==> config.mk <==
export PLATFORM = sky130hd
export DESIGN_NAME = muldiv_unit
export DESIGN_NICKNAME = d
export VERILOG_FILES = /design/src/rtl/muldiv_unit.sv
export SDC_FILE = /design/constraint.sdc
export NUM_CORES = 1
export LEC_CHECK = 0
export CAP_MARGIN = 25
export CORE_UTILIZATION = 35
export CTS_BUF_LIST = sky130_fd_sc_hd__clkbuf_4
export DETAILED_ROUTE_END_ITERATION = 16
export PLACE_DENSITY_LB_ADDON = 0.12
export SLEW_MARGIN = 10
export SYNTH_ARGS = -nofsm -noshare
export SYNTH_HDL_FRONTEND = slang
export SYNTH_SLANG_ARGS = --single-unit
==> constraint.sdc <==
create_clock -name clk -period 4.49 [get_ports clk]
set_clock_uncertainty 0.05 [all_clocks]
set_input_delay 0.898 -clock clk [delete_from_list [all_inputs] [get_ports clk]]
set_output_delay 0.898 -clock clk [all_outputs]
set_load 0.02 [all_outputs]
==> src/rtl/muldiv_unit.sv <==
// Multi-cycle signed/unsigned multiply-divide unit that owns the HI/LO register pair.
// Radix-2 shift-add multiply, restoring divide, then a one-cycle sign-fixup stage.
module muldiv_unit #(
   parameter int unsigned WIDTH = 32
) (
   input  logic             clk,
   input  logic             rst_n,
   input  logic             start,
   input  logic [2:0]       op,
   input  logic [WIDTH-1:0] opA,
   input  logic [WIDTH-1:0] opB,
   input  logic             flush,
   output logic             busy,
   output logic             done,
   output logic [WIDTH-1:0] hi,
   output logic [WIDTH-1:0] lo
);

   typedef enum logic [1:0] {
      S_IDLE,
      S_MUL,
      S_DIV,
      S_FIX
   } state_t;

   localparam int unsigned CW = $clog2(WIDTH);
   localparam logic [CW-1:0] LAST = CW'(WIDTH - 1);

   state_t           state;
   state_t           next_state;
   logic [CW-1:0]    cnt;
   logic [WIDTH-1:0] acc_hi;
   logic [WIDTH-1:0] acc_lo;
   logic [WIDTH-1:0] opnd;
   logic             neg_res;
   logic             neg_rem;
   logic             is_div;

   logic             signed_op;
   logic             a_neg;
   logic             b_neg;
   logic [WIDTH-1:0] a_mag;
   logic [WIDTH-1:0] b_mag;
   logic             is_mul_op;
   logic             is_div_op;
   logic             div_zero;

   logic [WIDTH:0]     mul_sum;
   logic [WIDTH:0]     div_shift;
   logic [WIDTH:0]     div_diff;
   logic [2*WIDTH-1:0] product;
   logic [2*WIDTH-1:0] prod_fix;
   logic [WIDTH-1:0]   quo_fix;
   logic [WIDTH-1:0]   rem_fix;

   assign busy = (state != S_IDLE);

   assign signed_op = ~op[0];
   assign a_neg     = signed_op & opA[WIDTH-1];
   assign b_neg     = signed_op & opB[WIDTH-1];
   assign a_mag     = a_neg ? -opA : opA;
   assign b_mag     = b_neg ? -opB : opB;
   assign is_mul_op = (op[2:1] == 2'b00);
   assign is_div_op = (op[2:1] == 2'b01);
   assign div_zero  = (opB == '0);

   // Multiply: acc_hi is the running upper half, acc_lo shifts the multiplier out
   // while the product's low bits shift in from the top.
   assign mul_sum = {1'b0, acc_hi} + (acc_lo[0] ? {1'b0, opnd} : '0);

   // Divide: acc_hi is the partial remainder, acc_lo shifts the dividend out
   // while quotient bits shift in at the bottom.
   assign div_shift = {acc_hi, acc_lo[WIDTH-1]};
   assign div_diff  = div_shift - {1'b0, opnd};

   assign product  = {acc_hi, acc_lo};
   assign prod_fix = neg_res ? -product : product;
   assign quo_fix  = neg_res ? -acc_lo : acc_lo;
   assign rem_fix  = neg_rem ? -acc_hi : acc_hi;

   always_ff @(posedge clk or negedge rst_n) begin
      if (!rst_n) state <= S_IDLE;
      else        state <= next_state;
   end

   always_comb begin
      next_state = state;
      case (state)
         S_IDLE: begin
            if (start) begin
               if (is_mul_op)                   next_state = S_MUL;
               else if (is_div_op && !div_zero) next_state = S_DIV;
            end
         end
         S_MUL:   if (cnt == LAST) next_state = S_FIX;
         S_DIV:   if (cnt == LAST) next_state = S_FIX;
         S_FIX:   next_state = S_IDLE;
         default: next_state = S_IDLE;
      endcase
      if (flush) next_state = S_IDLE;
   end

   always_ff @(posedge clk or negedge rst_n) begin
      if (!rst_n) begin
         cnt     <= '0;
         acc_hi  <= '0;
         acc_lo  <= '0;
         opnd    <= '0;
         neg_res <= 1'b0;
         neg_rem <= 1'b0;
         is_div  <= 1'b0;
         hi      <= '0;
         lo      <= '0;
         done    <= 1'b0;
      end else begin
         done <= 1'b0;
         if (!flush) begin
            case (state)
               S_IDLE: begin
                  if (start) begin
                     if (op == 3'b100) hi <= opA;
                     if (op == 3'b101) lo <= opA;
                     if (is_mul_op) begin
                        acc_hi  <= '0;
                        acc_lo  <= b_mag;
                        opnd    <= a_mag;
                        neg_res <= a_neg ^ b_neg;
                        neg_rem <= 1'b0;
                        is_div  <= 1'b0;
                        cnt     <= '0;
                     end else if (is_div_op) begin
                        if (div_zero) begin
                           hi   <= opA;
                           lo   <= '1;
                           done <= 1'b1;
                        end else begin
                           acc_hi  <= '0;
                           acc_lo  <= a_mag;
                           opnd    <= b_mag;
                           neg_res <= a_neg ^ b_neg;
                           neg_rem <= a_neg;
                           is_div  <= 1'b1;
                           cnt     <= '0;
                        end
                     end
                  end
               end
               S_MUL: begin
                  acc_hi <= mul_sum[WIDTH:1];
                  acc_lo <= {mul_sum[0], acc_lo[WIDTH-1:1]};
                  cnt    <= cnt + CW'(1);
               end
               S_DIV: begin
                  // Restore by keeping the unsubtracted value when the trial goes negative.
                  if (!div_diff[WIDTH]) begin
                     acc_hi <= div_diff[WIDTH-1:0];
                     acc_lo <= {acc_lo[WIDTH-2:0], 1'b1};
                  end else begin
                     acc_hi <= div_shift[WIDTH-1:0];
                     acc_lo <= {acc_lo[WIDTH-2:0], 1'b0};
                  end
                  cnt <= cnt + CW'(1);
               end
               S_FIX: begin
                  if (is_div) begin
                     hi <= rem_fix;
                     lo <= quo_fix;
                  end else begin
                     hi <= prod_fix[2*WIDTH-1:WIDTH];
                     lo <= prod_fix[WIDTH-1:0];
                  end
                  done <= 1'b1;
               end
               default: ;
            endcase
         end
      end
   end

endmodule

# [Yosys cells after proc, flatten, opt, wreduce, memory -nomap -nowiden]
# Index checks and enable logic that the tools add are counted.
[op_classes] addsub=8 n_eq_ne=14 mux=61 n_bitwise=5 reduce_logical=16
[ops] operator="32-bit 2-to-1 mux" count=29
[ops] operator="32-bit case mux with 3 select lines" count=2
[ops] operator="32-bit negation" count=4
[ops] operator="32-bit case mux with 2 select lines" count=2
[ops] operator="64-bit 2-to-1 mux" count=1
[ops] operator="64-bit negation" count=1
[ops] operator="32-bit by 32-bit adder with 33-bit output" count=1
[ops] operator="33-bit by 32-bit subtractor with 33-bit output" count=1
[ops] operator="32-bit zero test" count=1
[ops] operator="5-bit 2-to-1 mux" count=4
[ops] operator="1-bit 2-to-1 mux" count=15
[ops] operator="5-bit AND reduction" count=3
[ops] operator="2-bit 2-to-1 mux" count=5
[ops] operator="5-bit case mux with 2 select lines" count=1
[ops] operator="3-bit != test (second input constant)" count=3
[ops] operator="2-bit nonzero test" count=4
[ops] operator="3-bit == test (second input constant)" count=2
[ops] operator="2-bit case mux with 3 select lines" count=1
[ops] operator="3-bit AND reduction" count=2
[ops] operator="5-bit by 1-bit adder with 5-bit output (second input constant)" count=1
[ops] operator="5-bit == test (second input constant)" count=1
[ops] operator="2-bit by 1-bit == test with 1-bit output (second input constant)" count=2
[ops] operator="2-bit == test (second input constant)" count=2
[ops] operator="2-bit zero test" count=2
[ops] operator="other kinds (11)" count=14
[totals] register_bits=171 in_bits=71 output_inout_bits=66 elab_cells=115

# [Logic depth before layout (Yosys ltp)]
[logic_depth] depth_word=8 ltp_mapped=14 mapped_depth_nobuf=13

# [Least setup slack after synthesis]
# OpenSTA, ideal clock, no wires.
[synth_path] path_kind="in2reg" from="input opB[8]" to="register acc_hi[21]" setup_time_ns=0.134 t_arrival_ns=3.217 t_required_ns=4.306 slack_ns=1.089 path_stages=10 n_path_buf=2 cell_sequence="or4_4 > or4_4 > nor3_2 > and3_1 > a211oi_2 > and3_1 > clkbuf_1 > buf_2 > a222oi_1 > o21ai_1"
[synth_via] elab_chain_cells=3
[synth_lines] element="start, declared" line="11" text="input logic [WIDTH-1:0] opB,"
[synth_lines] element="32-bit zero test" line="65" text="assign div_zero = (opB == '0);"
[synth_lines] element="3-bit != test (no source line)"
[synth_lines] element="5-bit AND reduction (no source line)"
[synth_lines] element="end signal, assigned" line="149" text="acc_hi <= mul_sum[WIDTH:1];"
[synth_lines] element="end signal, assigned" line="156" text="acc_hi <= div_diff[WIDTH-1:0];"
[synth_lines] element="end signal, assigned" line="159" text="acc_hi <= div_shift[WIDTH-1:0];"
[synth_lines] element="end, declared" line="32" text="logic [WIDTH-1:0] acc_hi;"
# No other way between the ends.
# A chain may end at the register's enable or synchronous reset.

# [Final worst setup path]
[layout_path] from="register opnd[23]" to="register acc_hi[28]"
[layout_via] elab_chain_cells=3 word_cells_on_any_way=5 classes_between="add/sub (2); mux (3)"
[layout_lines] element="start, declared" line="34" text="logic [WIDTH-1:0] opnd;"
[layout_lines] element="start signal, assigned" line="126" text="opnd <= a_mag;"
[layout_lines] element="start signal, assigned" line="139" text="opnd <= b_mag;"
[layout_lines] element="33-bit by 32-bit subtractor with 33-bit output / 32-bit 2-to-1 mux (equally long branches)" line="74, 69"
[layout_lines] element="32-bit 2-to-1 mux / 32-bit by 32-bit adder with 33-bit output (equally long branches)" line="155, 69"
[layout_lines] element="32-bit case mux with 3 select lines (*)" line="118" text="case (state)"
# Every way passes the cells marked *; elsewhere a longest branch is shown, timed or not.

==> results.md <==
- # port buffers: between 100 and 150
- Drt pass-1 iters: 9
- NumNets Final: ~2200
- R2R depth: 12
- Post-synthesis async set-or-reset flop share: 1.00
- Overall Global Routing Usage: 0.284
- Maximum clock insertion buffer count: 2
- Fmax: around 0.25 GHz
- Clock sinks: about 170
- Top-count cell post-synth: a21oi_1
- Syn Nets: between 2000 and 2500
- Register share of total power: 0.254
- Initial antenna violation count: 2
- Top post-synthesis cells by count: a21oi_1, nor2_1, nand2_1
- FF-to-FF setup slack: 0.49 ns
- First-pass GRT wire length: between 90000 and 100000 µm
- Synth top area share: 0.289
- Clk pwr share: 0.104
- Dominant cell type by area after synthesis: dfrtp_1
- Final Cell Area: roughly 0.017 mm²
- RePlAce Congestion: a little under 1
- Vias: ~16000
- Post-route antenna net violation count: 0
- Worst-margin pin slew: approximately 1.1 ns
- CTS Hold Buffers Added: 0
- CTS H-tree lvls: 4
- Worst setup SP type: flop
- RR Startpoint: opnd[23]
- Syn. warnings: 0
- Largest stage delay on the critical path: ~0.51 ns
- Kind of end point of the critical path: flop
- Syn_area_per_cell: 7.80 µm²
- Mapped Cells: roughly 1900
- Register bit total from synthesis: 171
- Setup Buffers After CTS: 0
- Grt total ovfl: 0
- RSZ-0062 raised after global routing: false
- DP Area: about 0.017 mm²
- Clk_lat worst skew: just over 0.6 ns
- Met2 WL post-DR: 27200 µm
- Net Sw Frac: 0.514
- Row count: 75
- Iter 0 DRT Violations: between 1500 and 2000
- VDD IR max: 0.318 mV
- P_leak: 7.40 nW
- Starting density of the core: 0.354
- Highest metal used: met4
- Setup_tns: 0 ns
- Met1 WL: between 20000 and 30000 µm
- Status: completed
- DP HPWL: ~49000 µm
- Maxcap violations: 0
- Fin crit period: roughly 4 ns
- Filler cell count: about 4300
- Core ar.: around 0.042 mm²
- Clk slew on worst S/H paths: around 0.16 ns
- Die Y-Extent: between 200 and 250 µm
- CTS tree: yes
- Pwr dens: between 600 and 700 mW/mm²
- Post-synth EDFFs: 0
- Seq/Total Area, Yosys: 0.289
- CTS root buf: clkbuf_4
- Endpoints failing hold: 0
- Layout cell share with drive strength beyond 1: 0.0753
- WL per Instance: 23.9 µm
- Vias in the first global route: ~15000
- Crit path buffers/inverters: 2
- Crit path max fanout: 13
- Slowest CP cell: and2b_1
- Primary FF master, synth: dfrtp_1
- Internal power: 5.23 mW
- Top cells by area, synth: dfrtp_1, a21oi_1, ha_1
- Final Max Slew Viols: 0
- Period utilisation layout: 0.891
- RR Endpoint: acc_hi[28]
- Slew Limit Headroom: 0.285
- DR vias/cell: just over 6
- Num ports: about 140
- Die width: 208 µm
- Post-synth cell types: a little under 80
- Overall power: approximately 11 mW
- Psw: approximately 5.5 mW
- CTS buffer count: 17
- Total Wirelength: between 60000 and 70000 µm
- Residual DRC: 0
- Final Setup Violations: 0
- Post-CTS sizing: 0
- Cell mode on critical path: a22oi_1
- CP required: roughly 5.0 ns
- DR WL met3: between 3000 and 4000 µm
- Hold Crit Class: in -> async
- Crit path kind: reg -> reg
- Data arrival, critical path: approximately 4.5 ns
- Synth-to-Final Area Change: 17.9%
- Cell area after synthesis: about 0.015 mm²
- Critical path's top delay family: simple AND/OR/NAND/NOR gates
- Total die area: between 0.04 and 0.05 mm²
- Gate power share: 0.642
- Crit-path cells: inv_1 > ha_1 > and3_1 > or3b_2 > a21o_1 > a22oi_1 > a21oi_1 > a2111oi_4 > buf_4 > and2b_1 > a22oi_1 > o211ai_1
- Largest net degree at the start of global routing: 72
-- kinds of logic (layout without fill, tap and decap cells) --
group | Yosys count | count (layout) | share of synthesized area
simple gates | 568 | 568 | 0.179
compound gates | 713 | 713 | 0.309
buf+inv | 196 | 325 | 0.0528
flops | 171 | 171 | 0.289
other cells | 0 | 2 | 0
xor+xnor | 174 | 174 | 0.103
fa+ha+maj | 76 | 76 | 0.0651
mux | 4 | 4 | 0.00278
-- final cells by class --
| cell class | instances | area, µm² | share of cell area |
|---|---|---|---|
| flip-flops and latches | 171 | 4280 | 0.245 |
| repair buffers | 228 | 2140 | 0.122 |
| clock inverters | 13 | 199 | 0.0114 |
| multi-input cells | 1535 | 9800 | 0.561 |
| clock buffers | 18 | 135 | 0.00773 |
| diodes | 2 | 5.00 | 0.000286 |
| inverters | 66 | 248 | 0.0142 |
| well taps | 539 | 674 | 0.0386 |
-- per-stage QoR --
stage	instances	hold slack, ns	setup slack (ns)	util
finish	2572	0.232	0.489	0.418
floorplan	1902	0.389	1.09	-
detailed placement	2539	0.417	0.198	0.410
global route	2572	0.223	0.195	0.418
global placement	2539	0.411	0.257	0.410
CTS	2570	0.206	0.490	0.418
-- per-layer routing --
metal / track usage / up-vias
li1: - / 7259
met1: 0.411 / 7580
met2: 0.441 / 634
met3: 0.0424 / 76
met4: 0.0700 / 0
met5: 0 / -
-- power groups by stage --
stage | Sequential, mW | Clock, mW | Combinational [mW]
after floorplan | 2.73 | 0 | 4.38
after global placement | 2.74 | 0 | 6.81
after detailed placement | 2.76 | 0 | 6.82
after CTS | 2.72 | 1.13 | 6.84
after global routing | 2.81 | 1.18 | 7.55
final | 2.74 | 1.11 | 6.90
-- worst max-delay path by stage --
stage | start | to | slack [ns] | cells past startpoint
3_5_place_dp | opB[8] | acc_hi[8] | 0.20 | 10
2_1_floorplan | opB[8] | acc_hi[21] | 1.09 | 10
4_1_cts | opnd[23] | acc_hi[28] | 0.49 | 12
6_report | opnd[23] | acc_hi[28] | 0.49 | 12
5_1_grt | opnd[23] | acc_hi[27] | 0.19 | 12
3_3_place_gp | opB[8] | acc_hi[24] | 0.26 | 11
-- worst reg2reg max path, delay by kind of cell, from the launching register on --
family	cells	cell delay, ns
buffers and inverters	2	0.36
flip-flops	1	0.41
AO/OA/AOI/OAI	6	1.30
AND/OR/NAND/NOR	3	1.32
adder cells (fa/ha/maj)	1	0.49
-- cell usage in the layout, fill, tap and decap left out, types with 8 or more instances in the layout --
cell type	synthesis	final
a21oi_1	196	195
nor2_1	178	177
nand2_1	177	176
dfrtp_1	171	171
o21ai_0	140	139
clkdlybuf4s50_1	0	135
xnor2_1	99	99
buf_4	3	85
xor2_1	75	75
ha_1	74	74
o22ai_1	70	69
inv_1	65	65
nor3_1	53	53
o31ai_1	44	44
a22oi_1	44	44
a21o_1	31	31
nand3_1	27	27
a221oi_1	24	24
a31oi_1	21	20
nand2b_1	19	19
o221ai_1	19	19
clkbuf_4	0	18
nor4_1	16	16
or3_1	14	14
o211ai_1	14	14
and3_1	13	13
or4_1	13	13
o21a_1	14	13
nor2b_1	11	11
o21ai_1	9	10
nand4_1	10	10
o41ai_1	10	10
a221o_1	10	10
a211oi_1	10	10
o21bai_1	8	8
-- sequential cells by signal, indices dropped and copies added, names as in the netlist --
name     flops
acc_hi      32
acc_lo      32
cnt          5
done         1
hi          32
is_div       1
lo          32
neg_rem      1
neg_res      1
opnd        32
state        2
(Power assumes the default switching activity.)
